$ cat config.mk
export PLATFORM = sky130hd
export DESIGN_NAME = fetch_pc_predictor
export DESIGN_NICKNAME = d
export VERILOG_FILES = /design/src/rtl/fetch_pc_predictor.sv
export SDC_FILE = /design/constraint.sdc
export NUM_CORES = 1
export LEC_CHECK = 0
export ABC_CLOCK_PERIOD_IN_PS = 20700
export BUFFER_PORTS_ARGS = -buffer_cell sky130_fd_sc_hd__buf_2
export CAP_MARGIN = 20
export CORE_ASPECT_RATIO = 1.75
export CORE_UTILIZATION = 45
export DETAILED_ROUTE_END_ITERATION = 10
export PLACE_DENSITY = 0.69
export SETUP_SLACK_MARGIN = 0.2
export SLEW_MARGIN = 10
export SYNTH_ARGS = -nofsm -noshare
export SYNTH_HDL_FRONTEND = slang
export SYNTH_SLANG_ARGS = --single-unit
$ cat constraint.sdc
create_clock -name i_clk -period 20.7 [get_ports i_clk]
set_input_delay 1.035 -clock i_clk [delete_from_list [all_inputs] [get_ports i_clk]]
set_output_delay 1.035 -clock i_clk [all_outputs]
set_load 0.1 [all_outputs]
$ cat src/rtl/fetch_pc_predictor.sv
// fetch_pc_predictor
//   Front-end PC generator with a direct-mapped branch target buffer (BTB).
//   Every cycle it presents the fetch PC, together with a predicted next PC and a
//   next-is-sequential flag that travel down the pipe. Only execute-stage mispredict
//   redirects train the BTB.
//
// Ports
//   i_clk           clock
//   i_reset         synchronous, active-high reset
//   i_stall         downstream stall; holds the fetch PC
//   exec_ld_pc      execute redirect strobe
//   exec_br_pc      correct next PC of the redirecting instruction
//   exec_br_origin  PC of the redirecting instruction
//   f_pc            current fetch PC (registered)
//   f_predicted_pc  predicted PC of the instruction after f_pc
//   f_next_is_cont  1 when f_predicted_pc == f_pc + PC_INC
//   f_btb_hit       BTB hit for f_pc
//   redirect_count  accepted redirects (wraps)
//   btb_hit_count   unstalled, non-redirect cycles with a BTB hit (wraps)
module fetch_pc_predictor #(
  parameter int unsigned ENTRIES  = 16,
  parameter logic [31:0] RESET_PC = 32'h0,
  parameter logic [31:0] PC_INC   = 32'd4
) (
  input  logic        i_clk,
  input  logic        i_reset,
  input  logic        i_stall,
  input  logic        exec_ld_pc,
  input  logic [31:0] exec_br_pc,
  input  logic [31:0] exec_br_origin,
  output logic [31:0] f_pc,
  output logic [31:0] f_predicted_pc,
  output logic        f_next_is_cont,
  output logic        f_btb_hit,
  output logic [31:0] redirect_count,
  output logic [31:0] btb_hit_count
);

  localparam int unsigned IDXW = $clog2(ENTRIES);
  localparam int unsigned TAGW = 32 - IDXW - 2;

  logic [31:0]      r_pc;
  logic [31:0]      r_redirect_count;
  logic [31:0]      r_btb_hit_count;
  logic [ENTRIES-1:0] r_valid;
  logic [TAGW-1:0]  r_tag    [ENTRIES];
  logic [31:0]      r_target [ENTRIES];

  // Lookup side (current fetch PC)
  logic [IDXW-1:0]  w_idx;
  logic [TAGW-1:0]  w_tag;
  logic             w_hit;
  logic [31:0]      w_seq_pc;
  logic [31:0]      w_pred_pc;

  // Training side (redirecting instruction)
  logic [IDXW-1:0]  w_t_idx;
  logic [TAGW-1:0]  w_t_tag;
  logic             w_t_hit;
  logic             w_t_seq;

  always_comb begin
    w_idx     = r_pc[IDXW+1:2];
    w_tag     = r_pc[31:IDXW+2];
    w_hit     = r_valid[w_idx] && (r_tag[w_idx] == w_tag);
    w_seq_pc  = r_pc + PC_INC;
    w_pred_pc = w_hit ? r_target[w_idx] : w_seq_pc;
  end

  always_comb begin
    w_t_idx = exec_br_origin[IDXW+1:2];
    w_t_tag = exec_br_origin[31:IDXW+2];
    w_t_hit = r_valid[w_t_idx] && (r_tag[w_t_idx] == w_t_tag);
    w_t_seq = (exec_br_pc == exec_br_origin + PC_INC);
  end

  // PC register and counters
  always_ff @(posedge i_clk) begin
    if (i_reset) begin
      r_pc             <= RESET_PC;
      r_redirect_count <= 32'd0;
      r_btb_hit_count  <= 32'd0;
    end else begin
      if (exec_ld_pc) begin
        r_pc <= exec_br_pc;
      end else if (!i_stall) begin
        r_pc <= w_pred_pc;
      end
      if (exec_ld_pc) begin
        r_redirect_count <= r_redirect_count + 32'd1;
      end
      if (w_hit && !i_stall && !exec_ld_pc) begin
        r_btb_hit_count <= r_btb_hit_count + 32'd1;
      end
    end
  end

  // Valid bits. A sequential redirect only clears the entry if it actually belongs to
  // the origin PC, so an unrelated alias at the same index survives.
  always_ff @(posedge i_clk) begin
    if (i_reset) begin
      r_valid <= '0;
    end else if (exec_ld_pc) begin
      if (!w_t_seq) begin
        r_valid[w_t_idx] <= 1'b1;
      end else if (w_t_hit) begin
        r_valid[w_t_idx] <= 1'b0;
      end
    end
  end

  // Tag/target storage needs no reset; valid bits gate every use.
  always_ff @(posedge i_clk) begin
    if (!i_reset && exec_ld_pc && !w_t_seq) begin
      r_tag[w_t_idx]    <= w_t_tag;
      r_target[w_t_idx] <= exec_br_pc;
    end
  end

  assign f_pc           = r_pc;
  assign f_predicted_pc = w_pred_pc;
  assign f_next_is_cont = (w_pred_pc == w_seq_pc);
  assign f_btb_hit      = w_hit;
  assign redirect_count = r_redirect_count;
  assign btb_hit_count  = r_btb_hit_count;

endmodule

Word-level counts from Yosys, hierarchy flattened
Memory sizes are Yosys's and may differ from the RTL's. A register that Yosys moved wholly into a read port is not among the register bits.
Cells that the tools add are included.
{ "op_classes": {"n_reduce_logical": 12, "n_mul": 0, "n_addsub": 4, "n_mux": 17, "n_bitwise": 3, "eq_ne": 6, "div": 0, "n_shift": 0, "order_cmp": 3} }
{ "op_table": {"columns": ["op", "n"], "rows": [
  ["2-to-1 mux 32 bit", 3],
  ["adder 32 x 1 -> 32 bit, second input constant", 2],
  ["adder 32 x 3 -> 32 bit, second input constant", 2],
  ["== test 32 bit", 2],
  ["== test 26 bit", 2],
  ["2-to-1 mux 16 bit", 2],
  ["bitwise AND 16 bit", 1],
  ["2-to-1 mux 4 bit", 4],
  ["NOT 16 bit", 1],
  ["bitwise OR 16 bit", 1],
  ["less-than comparator 4 x 5 -> 1 bit, second input constant", 2],
  ["binary-select mux 1 bit (select 4 bit)", 2],
  ["logical AND 1 bit", 7],
  ["2-to-1 mux 1 bit", 5],
  ["demux 1 bit (select 4 bit)", 1],
  [">= comparator 4 x 1 -> 1 bit, second input constant", 1],
  ["zero test 1 bit", 4],
  ["!= test 2 x 1 -> 1 bit, second input constant", 1],
  ["!= test 2 bit, second input constant", 1],
  ["AND reduction 2 bit", 1]
]} }
{ "totals": {"mem_bits_ro": 0, "memories": 2, "input_bits": 68, "mem_bits_rw": 928, "latchBits": 0, "word_cells": 51, "out_inout_bits": 130, "register_bits": 112} }
{ "memory_table": {"columns": ["memory", "depth", "width", "read_ports", "rd_ports_with_merged_regs", "wr", "line_no", "source"], "rows": [
  ["r_target", 16, 32, 1, 1, 1, "47", "logic [31:0] r_target [ENTRIES];"],
  ["r_tag", 16, 26, 2, 1, 1, "46", "logic [TAGW-1:0] r_tag [ENTRIES];"]
]} }

Longest topological paths before layout
{ "depth": {"ltp_word": 8, "mapped_depth": 17, "depth_no_buf": 11} }

Least setup slack after synthesis
OpenSTA, ideal clock, no wires.
{ "synth_path": {"path_kind": "input to register", "startpoint": "input exec_br_origin[2]", "endpoint": "memory r_tag[15][0] (netlist name) (enable)", "path_stages": 12, "setup_slack_ns": 11.601, "t_required_ns": 20.081, "setup_ns": 0.619, "path_buffers": 4, "t_arrival_ns": 8.480, "cell_sequence": "buf_2 buf_4 buf_4 buf_4 nand4_1 or4_1 xor2_1 nor2_1 a21oi_1 a21oi_1 nor4_1 nor4_1"} }
{ "synth_between": {"elab_chain_cells": 6} }
{ "synth_lines": {"columns": ["element", "line_no", "source"], "rows": [
  ["start: declaration", "30", "input logic [31:0] exec_br_origin,"],
  ["adder 32 x 3 -> 32 bit", "74", "w_t_seq = (exec_br_pc == exec_br_origin + PC_INC);"],
  ["== test 32 bit", "74", null],
  ["zero test 1 bit", "114", "if (!i_reset && exec_ld_pc && !w_t_seq) begin"],
  ["logical AND 1 bit", "114", null],
  ["2-to-1 mux 1 bit", "114", null],
  ["2-to-1 mux 1 bit (implied by the code)", "115", "r_tag[w_t_idx] <= w_t_tag;"],
  ["end: declaration", "46", null]
]} }
Parallel ways exist; a longest one is shown, timed or not.

==> impl_metrics.sql <==
INSERT INTO impl_metrics (metric_group, metric, value, unit) VALUES
('route', 'vias_per_cell', '6.57', ''),
('cts', 'clk_latency', '0.73', 'ns'),
('route', 'drt_drc', '0', ''),
('synthesis', 'synth_top_flop_cell', 'edfxtp_1', ''),
('floorplanning', 'design.core.area', '0.106', 'mm²'),
('sta', 'grt_setup_unrepaired', 'false', ''),
('power', 'max-vdd-ir-drop', '0.100', 'mV'),
('sta', 'setup_violations', '0', ''),
('place', 'io_port_bufs', '197', ''),
('cts', 'cts.clk_slew.worst_paths', '0.07', 'ns'),
('cts', 'cts_hold_buffers', '0', ''),
('route', 'routed-via-count', '29500', ''),
('sta', 'setup_tns', '0', 'ns'),
('power', 'clock_power_share', '38.1', '%'),
('global_routing', 'grt_antenna_before_repair', '11', ''),
('global_routing', 'grt_first_pass_wirelength', '211000', 'µm'),
('global_routing', 'gr-usage-all-layers', '27.5', '%'),
('hold_path', 'timing.hold.worst.class', 'flip-flop to flip-flop', ''),
('setup_path', 'worstPathRequired', '19.67', 'ns'),
('synthesis', 'syn_nets', '2962', ''),
('route', 'route.detailed.wl_per_inst', '33.2', 'µm'),
('sta', 'skew', '0.0360', 'ns'),
('final_layout', 'layout.filler_cells', '8652', ''),
('synthesis', 'synth_async_sr_flop_share', '0', '%'),
('synthesis', 'synth_area', '0.0481', 'mm²'),
('place', 'dp.final_hpwl', '98000', 'µm'),
('power', 'share_seq_of_total_power', '50.5', '%'),
('synthesis', 'simple_gate_share_of_the_synthesized_area', '6.78', '%'),
('synthesis', 'synth_enable_flop_cells', '928', ''),
('final_layout', 'final_standard_cell_count_with_taps_included_and_fillers_excluded', '4488', ''),
('global_routing', 'globalRouteOverflowTotal', '0', ''),
('sta', 'finalHoldViolCount', '0', ''),
('synthesis', 'synth_sequential_area_ratio', '62.7', '%'),
('synthesis', 'synth_top_family_by_area', 'multiplexers', ''),
('sta', 'layout_worst_path_cycle_share', '40.3', '%'),
('sta', 'maxClockFrequency', '0.120', 'GHz'),
('final_layout', 'multi_input_area', '0.0169', 'mm²'),
('sta', 'hold_slack', '0.493', 'ns'),
('cts', 'cts_setup_buffers', '0', ''),
('setup_path', 'crit_chain', 'buf_12 > nor2b_1 > a221oi_1 > xor2_1 > o41ai_1 > and4b_1 > nand3_4 > a21oi_1 > buf_2', ''),
('setup_path', 'cpMaxStageDelayCell', 'nor2b_1', ''),
('route', 'totalWireLength', '149000', 'µm'),
('global_routing', 'first_global_vias', '29500', ''),
('setup_path', 'critical_path.startpoint_type', 'flip-flop', ''),
('cts', 'cts_root_buf', 'clkbuf_16', ''),
('cts', 'cts-buffers-inserted', '92', ''),
('floorplanning', 'die_area', '0.108', 'mm²'),
('global_routing', 'maximum_number_of_pins_on_one_net_before_global_route_repair', '123', ''),
('place', 'dp_slack', '13.24', 'ns'),
('synthesis', 'muxShareOfSynthArea', '20.4', '%'),
('synthesis', 'gate_count_post_synth', '2887', ''),
('setup_path', 'cell_family_with_the_largest_share_of_critical_path_delay', 'simple AND/OR/NAND/NOR gates', ''),
('flow_run', 'drv_cap', '0', ''),
('route', 'dr.first_iter.drc_count', '3174', ''),
('power', 'power_per_cell_area', '87.1', 'mW/mm²'),
('cts', 'cts.sinks', '1044', ''),
('sta', 'final-max-slew-violation-count', '0', ''),
('sta', 'worst_slew_margin_rel', '12.8', '%'),
('power', 'switching_share', '25.6', '%'),
('run_status', 'run_status', 'completed', ''),
('floorplanning', 'die_h', '435', 'µm'),
('cts', 'tritoncts_clock_tree', 'yes', ''),
('synthesis', 'synth-xor-area-share', '3.18', '%'),
('place', 'numPlacedInstances', '4310', ''),
('final_layout', 'area_growth_syn_to_layout', '11.2', '%'),
('final_layout', 'register_area', '0.0302', 'mm²'),
('setup_path', 'timing.critical_path.slowest_cell_delay', '0.89', 'ns'),
('floorplanning', 'floorplan.initialDensity', '45.4', '%'),
('route', 'antenna_violating_nets_post_route', '0', ''),
('power', 'cellInternalPower', '3.47', 'mW'),
('setup_path', 'critPathMaxFanout', '122', '');
[cells in the mapped netlist (all sizes together), types with 22 or more instances]
cell type | number | area share, %
nand2b | 26 | 0.34
edfxtp | 928 | 58
a21oi | 57 | 0.60
mux4 | 359 | 17
nand2 | 112 | 0.87
nor2b | 30 | 0.39
mux2 | 58 | 1.4
xor2 | 76 | 1.4
nor4 | 28 | 0.44
nand4 | 46 | 0.60
xnor2 | 99 | 1.8
inv | 34 | 0.27
and3 | 23 | 0.30
nand3 | 79 | 0.86
mux2i | 106 | 2.2
buf | 113 | 1.6
dfxtp | 116 | 4.8
clkbuf | 83 | 0.65
nor3 | 35 | 0.37
nor2 | 166 | 1.3
o21ai | 54 | 0.56
and4 | 22 | 0.40
[power by group through the flow]
| stage | logic [mW] | registers, mW | clock network (mW) |
|---|---|---|---|
| finish | 0.528 | 2.36 | 1.78 |
| global route | 0.547 | 2.36 | 1.87 |
| CTS | 0.524 | 2.35 | 1.80 |
| global placement | 0.521 | 2.40 | 0 |
| floorplan | 0.334 | 2.41 | 0 |
| detailed placement | 0.523 | 2.40 | 0 |
[logic make-up (layout without fill, tap and decap cells)]
family,after synthesis,in the layout
flip-flops,1044,1044
AND/OR/NAND/NOR,621,621
multiplexers,523,523
AO/OA/AOI/OAI,286,286
buffers and inverters,231,469
XOR/XNOR,175,175
adder cells (fa/ha/maj),7,7
other,0,3
[worst min-delay path, stage by stage, from the launching register on]
cell and delay (ns):
dfxtp_1 0.32, o21ai_0 0.07, a21oi_1 0.06
[cell usage in the layout (no fill, tap or decap), drive strengths merged, types with 11 or more instances in the layout]
cell type,n
nand2,112
xnor2,99
a22oi,16
xor2,76
clkbuf,111
nor2b,30
nand2b,26
clkinv,39
mux2i,106
o221ai,16
and3,23
edfxtp,928
nor4,28
buf,260
and2,11
nand3,79
mux2,58
and4,22
a21o,16
inv,40
nand4,46
mux4,359
o21ai,54
nor3,35
a21oi,57
a22o,15
nor2,166
dfxtp,116
[routing by layer]
| metal | global-route usage (%) | up-vias | wire length [µm] | share of wire (%) |
|---|---|---|---|---|
| met5 | 0 | - | 94 | 0.063 |
| met4 | 15.7 | 14 | 8930 | 6.0 |
| met1 | 32.2 | 15400 | 52400 | 35 |
| met2 | 47.8 | 1657 | 76400 | 51 |
| met3 | 4.84 | 413 | 11200 | 7.5 |
| li1 | - | 12000 | - | - |
[final cells by class]
class,instances,area share (%)
Multi-Input combinational cell,1612,31.5
Inverter,35,0.248
Clock buffer,110,4.54
Tap cell,1360,3.18
Sequential cell,1044,56.4
Timing Repair Buffer,261,2.92
Clock inverter,63,1.21
Antenna cell,3,0.0140
[flip-flops by register name, summed over array words and instances (netlist names), named ones only]
name            cells
redirect_count     32
r_tag             416
r_target          512
f_pc               32
btb_hit_count      32
[path summary, 6_finish.rpt]
check / from / end / slack, ns / cells after the start
hold / removal: flip-flop / flip-flop / 0.49 / 2
hold reg to reg: flip-flop / flip-flop / 0.49 / 2
setup / recovery: flip-flop / f_predicted_pc[8] / 12.36 / 9
setup reg to reg: flip-flop / btb_hit_count[20] / 14.29 / 9
(Power assumes the default switching activity.)
